==> src/rtl/puf_challenge_sequencer_pkg.sv <==
// -----------------------------------------------------------------------------
// puf_pkg
//   Shared definitions for the RO-PUF challenge sequencer:
//     - state_t        : sequencer FSM states
//     - DEFAULT_CNT_W  : default oscillator counter width
//     - DEFAULT_SEL_W  : default oscillator select (challenge) width
//     - clog2()        : ceiling log2, never less than 1, usable in port widths
// -----------------------------------------------------------------------------
package puf_pkg;

    typedef enum logic [2:0] {
        ST_IDLE,
        ST_CLEAR,
        ST_RUN,
        ST_SETTLE,
        ST_SAMPLE,
        ST_OUTPUT
    } state_t;

    localparam int DEFAULT_CNT_W = 8;
    localparam int DEFAULT_SEL_W = 5;

    // Bits needed to hold the values 0..n-1; a minimum of 1 keeps vectors legal.
    function automatic int clog2(input int n);
        int r;
        r = 0;
        while ((1 << r) < n) r++;
        return (r < 1) ? 1 : r;
    endfunction

endpackage

==> src/rtl/puf_challenge_sequencer_window_timer.sv <==
// -----------------------------------------------------------------------------
// puf_window_timer
//   Loadable down-counter used for both the oscillation window and the
//   settle interval. Loading value N-1 makes 'expire' go high in the N-th
//   cycle after the load, so the owning state lasts exactly N cycles.
// Ports
//   clk         in   1      system clock
//   rst_n       in   1      asynchronous reset, active-high
//   load        in   1      load load_value on the next clock edge
//   load_value  in   WIDTH  value to load (interval length minus one)
//   expire      out  1      high while the count has reached zero
// -----------------------------------------------------------------------------
module puf_window_timer #(
    parameter int WIDTH = 8
) (
    input  logic             clk,
    input  logic             rst_n,
    input  logic             load,
    input  logic [WIDTH-1:0] load_value,
    output logic             expire
);

    logic [WIDTH-1:0] count;

    // NOTE: this codebase's rst_n asserts on a high level, so the reset
    // branch triggers on posedge rst_n and tests rst_n, not !rst_n.
    always_ff @(posedge clk or posedge rst_n) begin
        if (rst_n) begin
            count <= '0;
        end else if (load) begin
            count <= load_value;
        end else if (count != '0) begin
            count <= count - WIDTH'(1);
        end
    end

    assign expire = (count == '0);

endmodule

==> src/rtl/puf_challenge_sequencer.sv <==
// -----------------------------------------------------------------------------
// puf_challenge_sequencer
//   Challenge-side controller for an RO-PUF. For each of NBITS challenges it
//   clears both counter banks, enables the oscillators for WIN_CYCLES cycles,
//   waits SETTLE cycles for the counts to freeze, then records
//   (count_a > count_b) as response bit k. The finished word is offered on a
//   valid/ready handshake. Per challenge: 1 CLEAR + WIN_CYCLES RUN +
//   SETTLE + 1 SAMPLE cycles.
// Ports
//   clk, rst_n            clock, asynchronous active-high reset
//   start, sel_start      run request (ignored while busy) and first challenge
//   count_a, count_b      frozen counter values from banks A and B
//   osc_sel               oscillator select to both banks
//   osc_en, cnt_clr       oscillator enable / counter clear (never together)
//   busy                  high from accepted start until response accepted
//   resp_data, resp_ties  response word (bit k = challenge k) and tie count
//   resp_valid,resp_ready response handshake
// -----------------------------------------------------------------------------
module puf_challenge_sequencer
    import puf_pkg::*;
#(
    parameter int CNT_W      = DEFAULT_CNT_W,
    parameter int SEL_W      = DEFAULT_SEL_W,
    parameter int NBITS      = 16,
    parameter int WIN_CYCLES = 256,
    parameter int SETTLE     = 4
) (
    input  logic                       clk,
    input  logic                       rst_n,
    input  logic                       start,
    input  logic [SEL_W-1:0]           sel_start,
    input  logic [CNT_W-1:0]           count_a,
    input  logic [CNT_W-1:0]           count_b,
    output logic [SEL_W-1:0]           osc_sel,
    output logic                       osc_en,
    output logic                       cnt_clr,
    output logic                       busy,
    output logic [NBITS-1:0]           resp_data,
    output logic [clog2(NBITS+1)-1:0]  resp_ties,
    output logic                       resp_valid,
    input  logic                       resp_ready
);

    localparam int TIE_W   = clog2(NBITS + 1);
    localparam int IDX_W   = clog2(NBITS);
    localparam int TMR_MAX = (WIN_CYCLES > SETTLE) ? WIN_CYCLES : SETTLE;
    localparam int TMR_W   = clog2(TMR_MAX);

    localparam logic [IDX_W-1:0] LAST_IDX    = IDX_W'(NBITS - 1);
    localparam logic [TMR_W-1:0] WIN_LOAD    = TMR_W'(WIN_CYCLES - 1);
    localparam logic [TMR_W-1:0] SETTLE_LOAD = TMR_W'(SETTLE - 1);

    state_t            state;
    logic [IDX_W-1:0]  bit_idx;
    logic              timer_load;
    logic [TMR_W-1:0]  timer_value;
    logic              timer_expire;

    // The timer is loaded in the cycle before the state it times: during
    // CLEAR for the RUN window, and in the last RUN cycle for SETTLE.
    // NOTE: every variable gets a default before the case so no path leaves
    // it unassigned, which would otherwise infer a latch.
    always_comb begin
        timer_load  = 1'b0;
        timer_value = WIN_LOAD;
        case (state)
            ST_CLEAR: timer_load = 1'b1;
            ST_RUN: begin
                if (timer_expire) begin
                    timer_load  = 1'b1;
                    timer_value = SETTLE_LOAD;
                end
            end
            default: ;
        endcase
    end

    puf_window_timer #(
        .WIDTH (TMR_W)
    ) u_timer (
        .clk        (clk),
        .rst_n      (rst_n),
        .load       (timer_load),
        .load_value (timer_value),
        .expire     (timer_expire)
    );

    // Outputs are set on the transition into the state that needs them, so
    // cnt_clr and osc_en are plain registers and never overlap.
    // NOTE: state registers use non-blocking assignments so every register
    // samples pre-edge values, independent of statement order.
    always_ff @(posedge clk or posedge rst_n) begin
        if (rst_n) begin
            state      <= ST_IDLE;
            bit_idx    <= '0;
            osc_sel    <= '0;
            osc_en     <= 1'b0;
            cnt_clr    <= 1'b0;
            busy       <= 1'b0;
            resp_data  <= '0;
            resp_ties  <= '0;
            resp_valid <= 1'b0;
        end else begin
            case (state)
                ST_IDLE: begin
                    if (start) begin
                        osc_sel   <= sel_start;
                        bit_idx   <= '0;
                        resp_data <= '0;
                        resp_ties <= '0;
                        busy      <= 1'b1;
                        cnt_clr   <= 1'b1;
                        state     <= ST_CLEAR;
                    end
                end
                ST_CLEAR: begin
                    cnt_clr <= 1'b0;
                    osc_en  <= 1'b1;
                    state   <= ST_RUN;
                end
                ST_RUN: begin
                    if (timer_expire) begin
                        osc_en <= 1'b0;
                        state  <= ST_SETTLE;
                    end
                end
                ST_SETTLE: begin
                    if (timer_expire) state <= ST_SAMPLE;
                end
                ST_SAMPLE: begin
                    // A tie records 0 and is counted separately.
                    resp_data[bit_idx] <= (count_a > count_b);
                    if (count_a == count_b) resp_ties <= resp_ties + TIE_W'(1);
                    if (bit_idx == LAST_IDX) begin
                        resp_valid <= 1'b1;
                        state      <= ST_OUTPUT;
                    end else begin
                        bit_idx <= bit_idx + IDX_W'(1);
                        osc_sel <= osc_sel + SEL_W'(1);
                        cnt_clr <= 1'b1;
                        state   <= ST_CLEAR;
                    end
                end
                ST_OUTPUT: begin
                    if (resp_ready) begin
                        resp_valid <= 1'b0;
                        busy       <= 1'b0;
                        state      <= ST_IDLE;
                    end
                end
                default: state <= ST_IDLE;
            endcase
        end
    end

endmodule
==> config.mk <==
export PLATFORM = sky130hd
export DESIGN_NAME = puf_challenge_sequencer
export DESIGN_NICKNAME = d
export VERILOG_FILES = /design/src/rtl/puf_challenge_sequencer_pkg.sv /design/src/rtl/puf_challenge_sequencer_window_timer.sv /design/src/rtl/puf_challenge_sequencer.sv
export SDC_FILE = /design/constraint.sdc
export NUM_CORES = 1
export LEC_CHECK = 0
export BUFFER_PORTS_ARGS = -buffer_cell sky130_fd_sc_hd__buf_2
export CORE_UTILIZATION = 56
export CTS_BUF_LIST = sky130_fd_sc_hd__clkbuf_4
export CTS_CLUSTER_DIAMETER = 80
export DETAILED_ROUTE_END_ITERATION = 7
export PLACE_DENSITY = 0.88
export SLEW_MARGIN = 20
export SYNTH_ARGS = -nofsm -noshare
export SYNTH_HDL_FRONTEND = slang
export SYNTH_SLANG_ARGS = --single-unit
==> constraint.sdc <==
create_clock -name clk -period 2.1 [get_ports clk]
set_input_delay 0.105 -clock clk [delete_from_list [all_inputs] [get_ports clk]]
set_output_delay 0.105 -clock clk [all_outputs]
set_load 0.02 [all_outputs]
==> run summary, run 1 <==
Cell taking the most area after synthesis - dfrtp_1
Status - finished clean
CP Capture Type - flop
Post-route ant nets - 0
Clock Pin Slew Worst Setup and Hold Paths - 0.13 ns
Top cell type's share of synthesized area - 43.80%
Dominant synthesized flop cell - dfrtp_1
Post-CTS Hold Buffers - 2
CP Launch Type - flop
Finished Core Util - 68.04%
# clock sinks - 45
Leading cell type in the layout, fill and taps excluded - buf_2
Post-Syn Instances - 276
Reg2reg setup slack - 0.32 ns
Post-Layout Inst Area - 2983 µm²
Worst slack, placed - 0.3584 ns
Htree depth - 2
Period utilization - 84.64%
Core Footprint - 4384 µm²
CP Class - reg -> reg
Most frequent cells in the layout - buf_2, dfrtp_1, nor2_1
Hold Crit Start - sel_start[2]
Post-DP HPWL - 3926 µm
Hold Path End - osc_sel[2]
Yosys cell types - 49
Post-layout net count - 374
Overall power - 2.718 mW
Worst path required time - 2.36 ns
Total CTS buffers - 5
Synth Area in Compound Gates - 14.89%
Seq/Total Area, Yosys - 43.80%
Dpl cell area - 2904 µm²
Die W - 69.76 µm
FF+latch count, synth - 45
Global-route wire length before repair - 9073 µm
M3 GR Usage - 4.942%
Final cell count without fillers - 386
DR vias - 2,217
Post-Route WL - 5241 µm
Initial Utilization - 58.65%
Gates resized, CTS repair - 0
Synth Area in Simple Gates - 23.55%
Crit-path slowest cell - dfrtp_1
Syn avg cell area - 9.316 µm²
Setup bufs post-CTS - 0
Vias in the first global route - 2,096
I/O Buffers - 54
Max Transition Viols Final - 0
Relative slew slack - 66.41%
Top delay family on crit path - simple AND/OR/NAND/NOR gates
EDFF count, synth - 0
Power per cell area - 911.3 nW/µm²
M1 GR Usage - 29.64%
Synthesized netlist net count - 317
Yosys warns - 0
Met2 Use GR - 39.10%
Launching point of the worst reg2reg path - u_timer.count[0]
Synth Cell Area - 2571 µm²
Die height - 69.76 µm
Final setup TNS - 0 ns
Crit-path cells - inv_1, ha_1, nor3b_1, and2_1, xnor2_1, o22ai_1
TritonCTS clock tree - yes
Synth async-reset ratio - 100.0%
Largest net degree at the start of global routing - 26
Drt drc - 0
Synth area leaders - dfrtp_1, ha_1, nand3_1, nor2_1, a32o_1
Clock Latency Late Sink - 0.38 ns
Final min period - 1.777 ns
Crit Path Max Fanout - 9
Max Cap Violations - 0
Register-to-Register Path Depth - 6
Setup-violating endpoint count in the final report - 0
Vias per Instance - 5.744
Area Overhead vs Synth - 16.01%
XOR/XNOR Fraction of Synth Area - 2.044%
# IOs - 55
WL/cell - 13.58 µm
Gr usage total - 23.24%
Largest family of logic cells by synthesized area - simple AND/OR/NAND/NOR gates
DR iter-0 viols - 175
Number of buffers and inverters on the critical path - 1
Final worst-path setup slack - 0.3226 ns
RSZ-0062 raised after global routing - false
Hold crit path type - in -> reg
Post-Place Cells - 376
Worst clock skew - 0.01679 ns
Leakage - 1.474 nW
Peak Freq - 0.5626 GHz
# rows - 24
Inserted Diodes - 0
Root Driver - clkbuf_4
Hold Slack - 0.02194 ns
Mux cell area share after synthesis - 1.946%
Routability congestion estimate from global placement - 0.8413
CTS Buffer Depth - 2
VDD IR max - 0.0007460 V
Adder-Cell Fraction of Synth Area - 7.786%
Worst path max stage delay - 0.44 ns
Layout cells sized above 1 - 23.05%
Die area - 4866 µm²
Measured slew at the worst slew-check pin - 0.4992 ns
R2r endpoint - state[0]
Hold path cells - 3
DR pass1 iterations - 4
Gr busiest metal - met2
Initial antenna violation count - 0
Congestion Overflow GR - 0
Arr. time, crit path - 2.04 ns
Hold Vio Cnt, Final - 0
==> logic make-up (layout without fill, tap and decap cells) <==
logic type	after synthesis	count (layout)
simple gates	115	115
compound gates	54	54
flops	45	45
buf+inv	35	93
fa+ha+maj	16	16
xor+xnor	6	6
mux	5	5
==> worst max path at each step <==
stage | startpoint | to | slack (ns) | depth (start not counted)
6_report | u_timer.count[0] | state[0] | 0.32 | 6
3_5_place_dp | state[0] | resp_ties[3] | 0.36 | 4
4_1_cts | u_timer.count[0] | state[0] | 0.33 | 6
3_3_place_gp | state[0] | resp_ties[4] | 0.43 | 4
2_1_floorplan | state[1] | resp_ties[2] | 0.47 | 6
5_1_grt | u_timer.count[0] | state[0] | 0.17 | 6
==> cells in the mapped netlist, drive strengths merged, types with 6 or more instances <==
| library cell | count |
|---|---|
| dfrtp | 45 |
| nor2 | 29 |
| nand3 | 26 |
| nand2 | 25 |
| inv | 21 |
| ha | 16 |
| o21ai | 12 |
| a32o | 10 |
| buf | 9 |
| a21oi | 8 |
| o31ai | 8 |
| nand4 | 6 |
==> worst min-delay path, cell delays in order <==
cell and delay, ns:
buf_2 0.08, a21oi_1 0.05, o21ai_1 0.12
==> area by class of cell <==
type	count	area, µm²
Sequential cell	45	1126
Multi-Input combinational cell	196	1291
Clock buffer	5	37.54
Tap cell	52	65.06
Timing Repair Buffer	64	362.8
Clock inverter	3	21.27
Inverter	21	78.83
Fill cell	344	1401
==> flip-flops by register name (all words and copies together), names as in the netlist <==
name,flops
bit_idx,4
cnt_clr,1
osc_en,1
busy,1
osc_sel,5
resp_data,16
resp_ties,5
resp_valid,1
state,3
u_timer.count,8
==> layer usage <==
layer	vias to the layer above	share of wire, %
met1	1049	45
met4	0	1.4
met2	57	49
li1	1104	-
met3	7	4.4
met5	-	0
==> report_power, final <==
| group | internal, mW | switching, mW | leakage [nW] | total [mW] |
|---|---|---|---|---|
| Sequential | 1.11 | 0.241 | 0.561 | 1.35 |
| Combinational | 0.390 | 0.543 | 0.882 | 0.933 |
| Clock | 0.133 | 0.303 | 0.0316 | 0.436 |
| Total | 1.63 | 1.09 | 1.47 | 2.72 |
No activity file was read; power rests on OpenSTA's default activity.
==> run 2, diff against run 1 <==
ABC_AREA = 1   (was unset)
CORE_UTILIZATION = 57   (was 56)
PLACE_DENSITY = 0.89   (was 0.88)
clock period = 1.7 ns   (was 2.1 ns; I/O delays follow)
==> run 2 against run 1 <==
Against the previous run:
- worst setup slack got worse by 0.17 ns
- critical path depth up 3
- global-route usage rose by 1.5 points
- first-iteration DRC count rose by 30%
- non-clock buffer count unchanged
- die area rose by 1.5%
- clock-buffer cell count stayed put
- register-to-register slack lost 0.17 ns
- largest cell class unchanged
- highest routed layer unchanged
==> run summary, run 2 <==
Status - finished clean
Pint - 2.196 mW (+35%)
Leakage - 1.775 nW (+20%)
Clock Latency Late Sink - 0.37 ns (about the same)
I/O Buffers - 54 (unchanged)
Root Driver - clkbuf_4
P_sw - 1.614 mW (+48%)
Htree depth - 2 (unchanged)
# IOs - 55 (unchanged)
Max Transition Viols Final - 0 (unchanged)
Clk pwr share - 17.5% (+1.5 points)
WL/cell - 11.74 µm (-14%)
Die height - 70.27 µm (+0.72%)
Post-DP HPWL - 4018 µm (+2.3%)
Top flop regs - resp_data: 16 flops, u_timer.count: 8 flops
FF+latch count, synth - 45 (unchanged)
Worst path required time - 1.96 ns (-0.40 ns)
Area Overhead vs Synth - 17.38%
CP Class - reg -> reg
Dpl cell area - 2992 µm² (+3.0%)
Met1 wire length - 2397 µm (+0.84%)
VDD IR max - 0.0009679 V (+30%)
Post-Layout Inst Area - 3118 µm² (+4.5%)
Metal2 WL - 2625 µm (+2.5%)
Drt drc - 0 (unchanged)
CP Launch Type - flop
Initial Utilization - 60.18% (+1.5 points)
Sw Ratio - 42.36% (+2.4 points)
Vias per Instance - 5.146 (-10%)
# rows - 24 (unchanged)
Yosys warns - 0 (unchanged)
Inserted Diodes - 0 (unchanged)
Congestion Overflow GR - 0 (unchanged)
Post-Route WL - 5458 µm (+4.1%)
# clock sinks - 45 (unchanged)
Measured slew at the worst slew-check pin - 0.5640 ns (+0.06477 ns)
Synthesized netlist net count - 387 (+22%)
Vias in the first global route - 2,329 (+11%)
Layout cells sized above 1 - 22.03% (-1.0 points)
Max Cap Violations - 0 (unchanged)
Post-Syn Instances - 346 (+25%)
Most frequent cells in the layout - nand2_1, inv_1, buf_2
DR vias - 2,393 (+7.9%)
Syn avg cell area - 7.677 µm² (-18%)
Yosys cell types - 29 (-41%)
Comb pwr share - 40.3% (+6.0 points)
Initial antenna violation count - 0 (unchanged)
Dominant synthesized flop cell - dfrtp_1
Period utilization - 91.28% (+6.6 points)
Max reg flops - 16 (unchanged)
CP Capture Type - flop
Top cell type's share of synthesized area - 42.39% (-1.4 points)
Synth Cell Area - 2656 µm² (+3.3%)
Die area - 4937 µm² (+1.5%)
Crit Path Max Fanout - 13 (+4)
Post-route ant nets - 0 (unchanged)
Largest reg by FF count - resp_data
Cell taking the most area after synthesis - dfrtp_1
DR pass1 iterations - 4 (unchanged)
Seq pwr share - 42.2% (-7.4 points)
Total CTS buffers - 5 (unchanged)
Hold Vio Cnt, Final - 0 (unchanged)
EDFF count, synth - 0 (unchanged)
Relative slew slack - 62.40% (-4.0 points)
DR iter-0 viols - 228 (+30%)
Setup-violating endpoint count in the final report - 0 (unchanged)
Most common cell in the netlist - nand2_1
Final min period - 1.552 ns (-0.2256 ns)
Post-Place Cells - 453 (+20%)
Routability congestion estimate from global placement - 0.8326 (-1.0%)
Gr usage total - 24.71% (+1.5 points)
Post-layout net count - 453 (+21%)
Seq/Total Area, Yosys - 42.39% (-1.4 points)
Largest net degree at the start of global routing - 46 (+77%)
Synth area leaders - dfrtp_1, nand2_1, inv_1, ha_1, nand3_1
Hold crit path type - in -> reg
Clock Pin Slew Worst Setup and Hold Paths - 0.14 ns (about the same)
Arr. time, crit path - 1.81 ns (-0.23 ns)
Met3 WL - 296 µm (+29%)
Power per cell area - 1222 nW/µm² (+34%)
CTS Buffer Depth - 2 (unchanged)
TritonCTS clock tree - yes
Most instantiated cells after synthesis - nand2_1, inv_1, dfrtp_1
Core Footprint - 4414 µm² (+0.68%)
Final cell count without fillers - 465 (+20%)
Die W - 70.27 µm (+0.72%)
Peak Freq - 0.6444 GHz (+15%)
Leading cell type in the layout, fill and taps excluded - nand2_1
Top Metal Used - met4
Worst clock skew - 0.01273 ns (-0.004066 ns)
Global-route wire length before repair - 9729 µm (+7.2%)
Synth async-reset ratio - 100.0% (unchanged)
==> run 2: cell count changes in the layout (fill, tap and decap cells not counted), sizes merged, moves of 4 or more <==
cell	delta
xnor2	-4
o21ai	+6
a21oi	+12
o31ai	-7
nor4	-4
nand2	+70
nor2	+4
a32o	-10
inv	+46
mux2i	-5
==> run 2: worst paths after layout <==
path | startpoint | endpoint | slack [ns] | cells after the start
max | state[1] | resp_data[12] | 0.15 | 9
min | sel_start[0] | osc_sel[0] | 0.01 | 5
max reg2reg | state[1] | resp_data[12] | 0.15 | 9
min reg2reg | cnt_clr | cnt_clr | 0.51 | 2
max in group asynchronous | rst_n | resp_ties[4] | 0.93 | 4
min in group asynchronous | rst_n | u_timer.count[3] | 0.39 | 4
==> run 2: logic make-up (layout without fill, tap and decap cells) <==
logic type | count (synthesis) | count (layout) | share of synthesized area (%)
flip-flops | 45 | 45 | 42.39
AO/OA/AOI/OAI | 46 | 46 | 9.845
buffers and inverters | 73 | 140 | 11.40
XOR/XNOR | 5 | 5 | 1.649
AND/OR/NAND/NOR | 161 | 161 | 27.18
adder cells (fa/ha/maj) | 16 | 16 | 7.536
==> run 2: power by group through the flow <==
stage          sequential (mW)  combinational (mW)  clock [mW]
6_report                  1.61                1.54       0.666
5_1_grt                   1.65                1.73       0.709
4_1_cts                   1.61                1.53       0.677
3_5_place_dp              1.62                1.51           0
3_3_place_gp              1.61                1.45           0
2_1_floorplan             1.77               0.933           0
==> run 2: per-layer routing <==
layer	vias up	track usage [%]
met4	0	12.67
met5	-	0
li1	1205	-
met2	81	41.48
met3	12	6.061
met1	1095	29.17
==> run 2: timing repair <==
action / CTS / global route
resized for setup: 0 / 2
endpoints found under the setup margin: 0 / 6
hold endpoints to repair: 48 / 0
setup buffers: 0 / 0
hold buffers: 4 / 0
==> run 2: layout make-up <==
type / count / area, µm²
fillers: 338 / 1296
clock buffers: 5 / 37.54
clock inverters: 3 / 41.29
inverters: 68 / 257.7
flip-flops and latches: 45 / 1126
multi-input cells: 228 / 1235
well taps: 52 / 65.06
repair buffers: 64 / 355.3
==> run 2: through the flow <==
stage	power, mW	util [%]	setup TNS [ns]	worst slack (ns)	hold slack, ns
after global placement	3.059	67.77	0	0.2334	0.2498
after global routing	4.089	70.63	-0.001741	-0.001741	0.01690
final	3.811	70.63	0	0.1482	0.01057
after detailed placement	3.131	67.77	0	0.1517	0.2638
after floorplan	2.705	-	0	0.3114	0.2407
after CTS	3.815	70.46	0	0.1345	0.004198
==> run 2: worst max-delay path, stage by stage (launching register included) <==
cell     delay, ns
dfrtp_1       0.41
inv_1         0.17
nand3_1       0.13
nor2_2        0.16
inv_2         0.15
buf_4         0.21
nand2_1       0.07
nand2_1       0.05
inv_1         0.05
a21oi_1       0.04
==> run 3, diff against run 2 <==
BUFFER_PORTS_ARGS = -buffer_cell sky130_fd_sc_hd__clkbuf_2   (was -buffer_cell sky130_fd_sc_hd__buf_2)
CORE_MARGIN = 2   (was unset)
==> run 3 against run 2 <==
Against the previous run:
- sequential cell count stayed put
- non-clock buffer count unchanged
- final area rose by 0.76%
- wire length up 1.2%
- global-route usage shrank 1.1 points
- largest cell class unchanged
==> run summary, run 3 (synthesis gave the netlist of run 2 again) <==
Launching point of the worst reg2reg path - state[2]
Post-layout net count - 453 (unchanged)
Vias in the first global route - 2,283 (-2.0%)
Post-DP HPWL - 4124 µm (+2.7%)
Total CTS buffers - 5 (unchanged)
Initial Utilization - 60.18% (unchanged)
Power per cell area - 1260 nW/µm² (+3.1%)
Clock Pin Slew Worst Setup and Hold Paths - 0.13 ns (about the same)
Filler Cells Inserted - 357 (+5.6%)
Status - finished clean
Setup bufs post-CTS - 0 (unchanged)
# clock sinks - 45 (unchanged)
Layout cells sized above 1 - 22.52% (+0.48 points)
VDD IR max - 0.0007893 V (-18%)
Clock Latency Late Sink - 0.36 ns (about the same)
Die height - 72.27 µm (+2.8%)
Drt drc - 0 (unchanged)
Routability congestion estimate from global placement - 0.8518 (+2.3%)
Post-route ant nets - 0 (unchanged)
Peak Freq - 0.6431 GHz (-0.20%)
Dpl cell area - 2992 µm² (unchanged)
CP Capture Type - flop
Final setup TNS - 0 ns (unchanged)
Cell depth of the worst setup path - 9 (unchanged)
CP Launch Type - flop
Top delay family on crit path - buffers and inverters
Crit-path slowest cell - dfrtp_1
Crit-path cells - inv_2, nand3_1, nor2_2, inv_2, buf_4, nand2_1, nand2_1, inv_1, a21oi_1
Root Driver - clkbuf_4
Hold Slack - 0.03452 ns (+0.02395 ns)
# rows - 24 (unchanged)
Vias per Instance - 5.131 (-0.29%)
CP Class - reg -> reg
Core Footprint - 4414 µm² (unchanged)
Inserted Diodes - 0 (unchanged)
Worst Setup SP - state[2]
Reg2reg setup slack - 0.15 ns (about the same)
# IOs - 55 (unchanged)
DR iter-0 viols - 183 (-20%)
DR pass1 iterations - 4 (unchanged)
Largest net degree at the start of global routing - 46 (unchanged)
Congestion Overflow GR - 0 (unchanged)
CTS Buffer Depth - 2 (unchanged)
Largest reg by FF count - resp_data
Final min period - 1.555 ns (+0.003117 ns)
Htree depth - 2 (unchanged)
Post-Layout Inst Area - 3142 µm² (+0.76%)
Worst setup endpoint - resp_data[13]
Most frequent cells in the layout - nand2_1, inv_1, clkbuf_2
Measured slew at the worst slew-check pin - 0.5608 ns (-0.003219 ns)
Area occupied by multi-input gates - 1235 µm² (unchanged)
Initial antenna violation count - 0 (unchanged)
Period utilization - 91.46% (+0.18 points)
Hold Vio Cnt, Final - 0 (unchanged)
Worst path required time - 1.99 ns (+0.03 ns)
Max reg flops - 16 (unchanged)
WL/cell - 11.88 µm (+1.2%)
Worst clock skew - 0.01251 ns (-0.0002195 ns)
Setup-violating endpoint count in the final report - 0 (unchanged)
Final cell count without fillers - 465 (unchanged)
Area Overhead vs Synth - 18.28%
Number of buffers and inverters on the critical path - 4 (unchanged)
Max Cap Violations - 0 (unchanged)
I/O Buffers - 54 (unchanged)
Post-Route WL - 5526 µm (+1.2%)
TritonCTS clock tree - yes
Relative slew slack - 62.62% (+0.21 points)
Die W - 72.27 µm (+2.8%)
Leakage - 1.779 nW (+0.21%)
Post-Place Cells - 453 (unchanged)
Arr. time, crit path - 1.85 ns (+0.04 ns)
Crit Path Max Fanout - 13 (unchanged)
Gr usage total - 23.59% (-1.1 points)
Storage element area - 1126 µm² (unchanged)
Register-to-Register Path Depth - 9 (unchanged)
Max Transition Viols Final - 0 (unchanged)
Top flop regs - resp_data: 16 flops, u_timer.count: 8 flops
Die area - 5222 µm² (+5.8%)
Global-route wire length before repair - 9715 µm (-0.14%)
DR vias - 2,386 (-0.29%)
Hold crit path type - in -> reg
Worst path max stage delay - 0.50 ns (+0.09 ns)
Leading cell type in the layout, fill and taps excluded - nand2_1
R2r endpoint - resp_data[13]
run 3: how the worst min path moves through the flow:
stage | start | end | slack (ns) | cells past startpoint
after floorplan | sel_start[2] | osc_sel[2] | 0.24 | 2
after global placement | rst_n | resp_data[15] | 0.24 | 3
after detailed placement | rst_n | resp_data[15] | 0.24 | 3
after CTS | sel_start[0] | osc_sel[0] | 0.03 | 5
after global routing | sel_start[0] | osc_sel[0] | 0.06 | 5
final | sel_start[0] | osc_sel[0] | 0.03 | 5
run 3: layout make-up:
| cell class | instances | share of cell area (%) |
|---|---|---|
| clock inverters | 3 | 2.071 |
| clock buffers | 5 | 1.195 |
| repair buffers | 64 | 11.31 |
| inverters | 68 | 8.204 |
| flip-flops and latches | 45 | 35.84 |
| well taps | 52 | 2.071 |
| multi-input cells | 228 | 39.31 |
run 3: timing repair:
| action | 4_1_cts | 5_1_grt |
|---|---|---|
| setup endpoints to repair | 0 | 19 |
| hold endpoints to repair | 48 | 0 |
| resized for setup | 0 | 3 |
| hold buffers | 4 | 0 |
run 3: metrics by stage:
stage               worst slack, ns  utilization, %  power [mW]
floorplan                    0.3114               -       2.705
global placement             0.2184           67.77       3.064
detailed placement           0.1568           67.77       3.147
CTS                          0.1283           71.00       3.960
global route            -0.00008438           71.17       4.276
finish                       0.1451           71.17       3.959
run 3: per-layer routing:
metal,up-vias,routed length [µm],GRT usage (%)
met5,-,0,0
met4,0,79,7.338
met3,7,281,4.167
met2,82,2700,40.57
met1,1090,2465,30.36
li1,1207,-,-
run 3: report_power, final:
group	switching [mW]	internal [mW]	leakage (nW)
Sequential	0.288	1.34	0.565
Combinational	0.983	0.542	1.16
Clock	0.345	0.455	0.0552
Total	1.62	2.34	1.78
run 3: worst register-to-register path: cells and delay by family, from the launching register on:
| kind | cells | cell delay, ns |
|---|---|---|
| AO/OA/AOI/OAI | 1 | 0.11 |
| buffers and inverters | 4 | 0.56 |
| flip-flops | 1 | 0.50 |
| AND/OR/NAND/NOR | 4 | 0.30 |
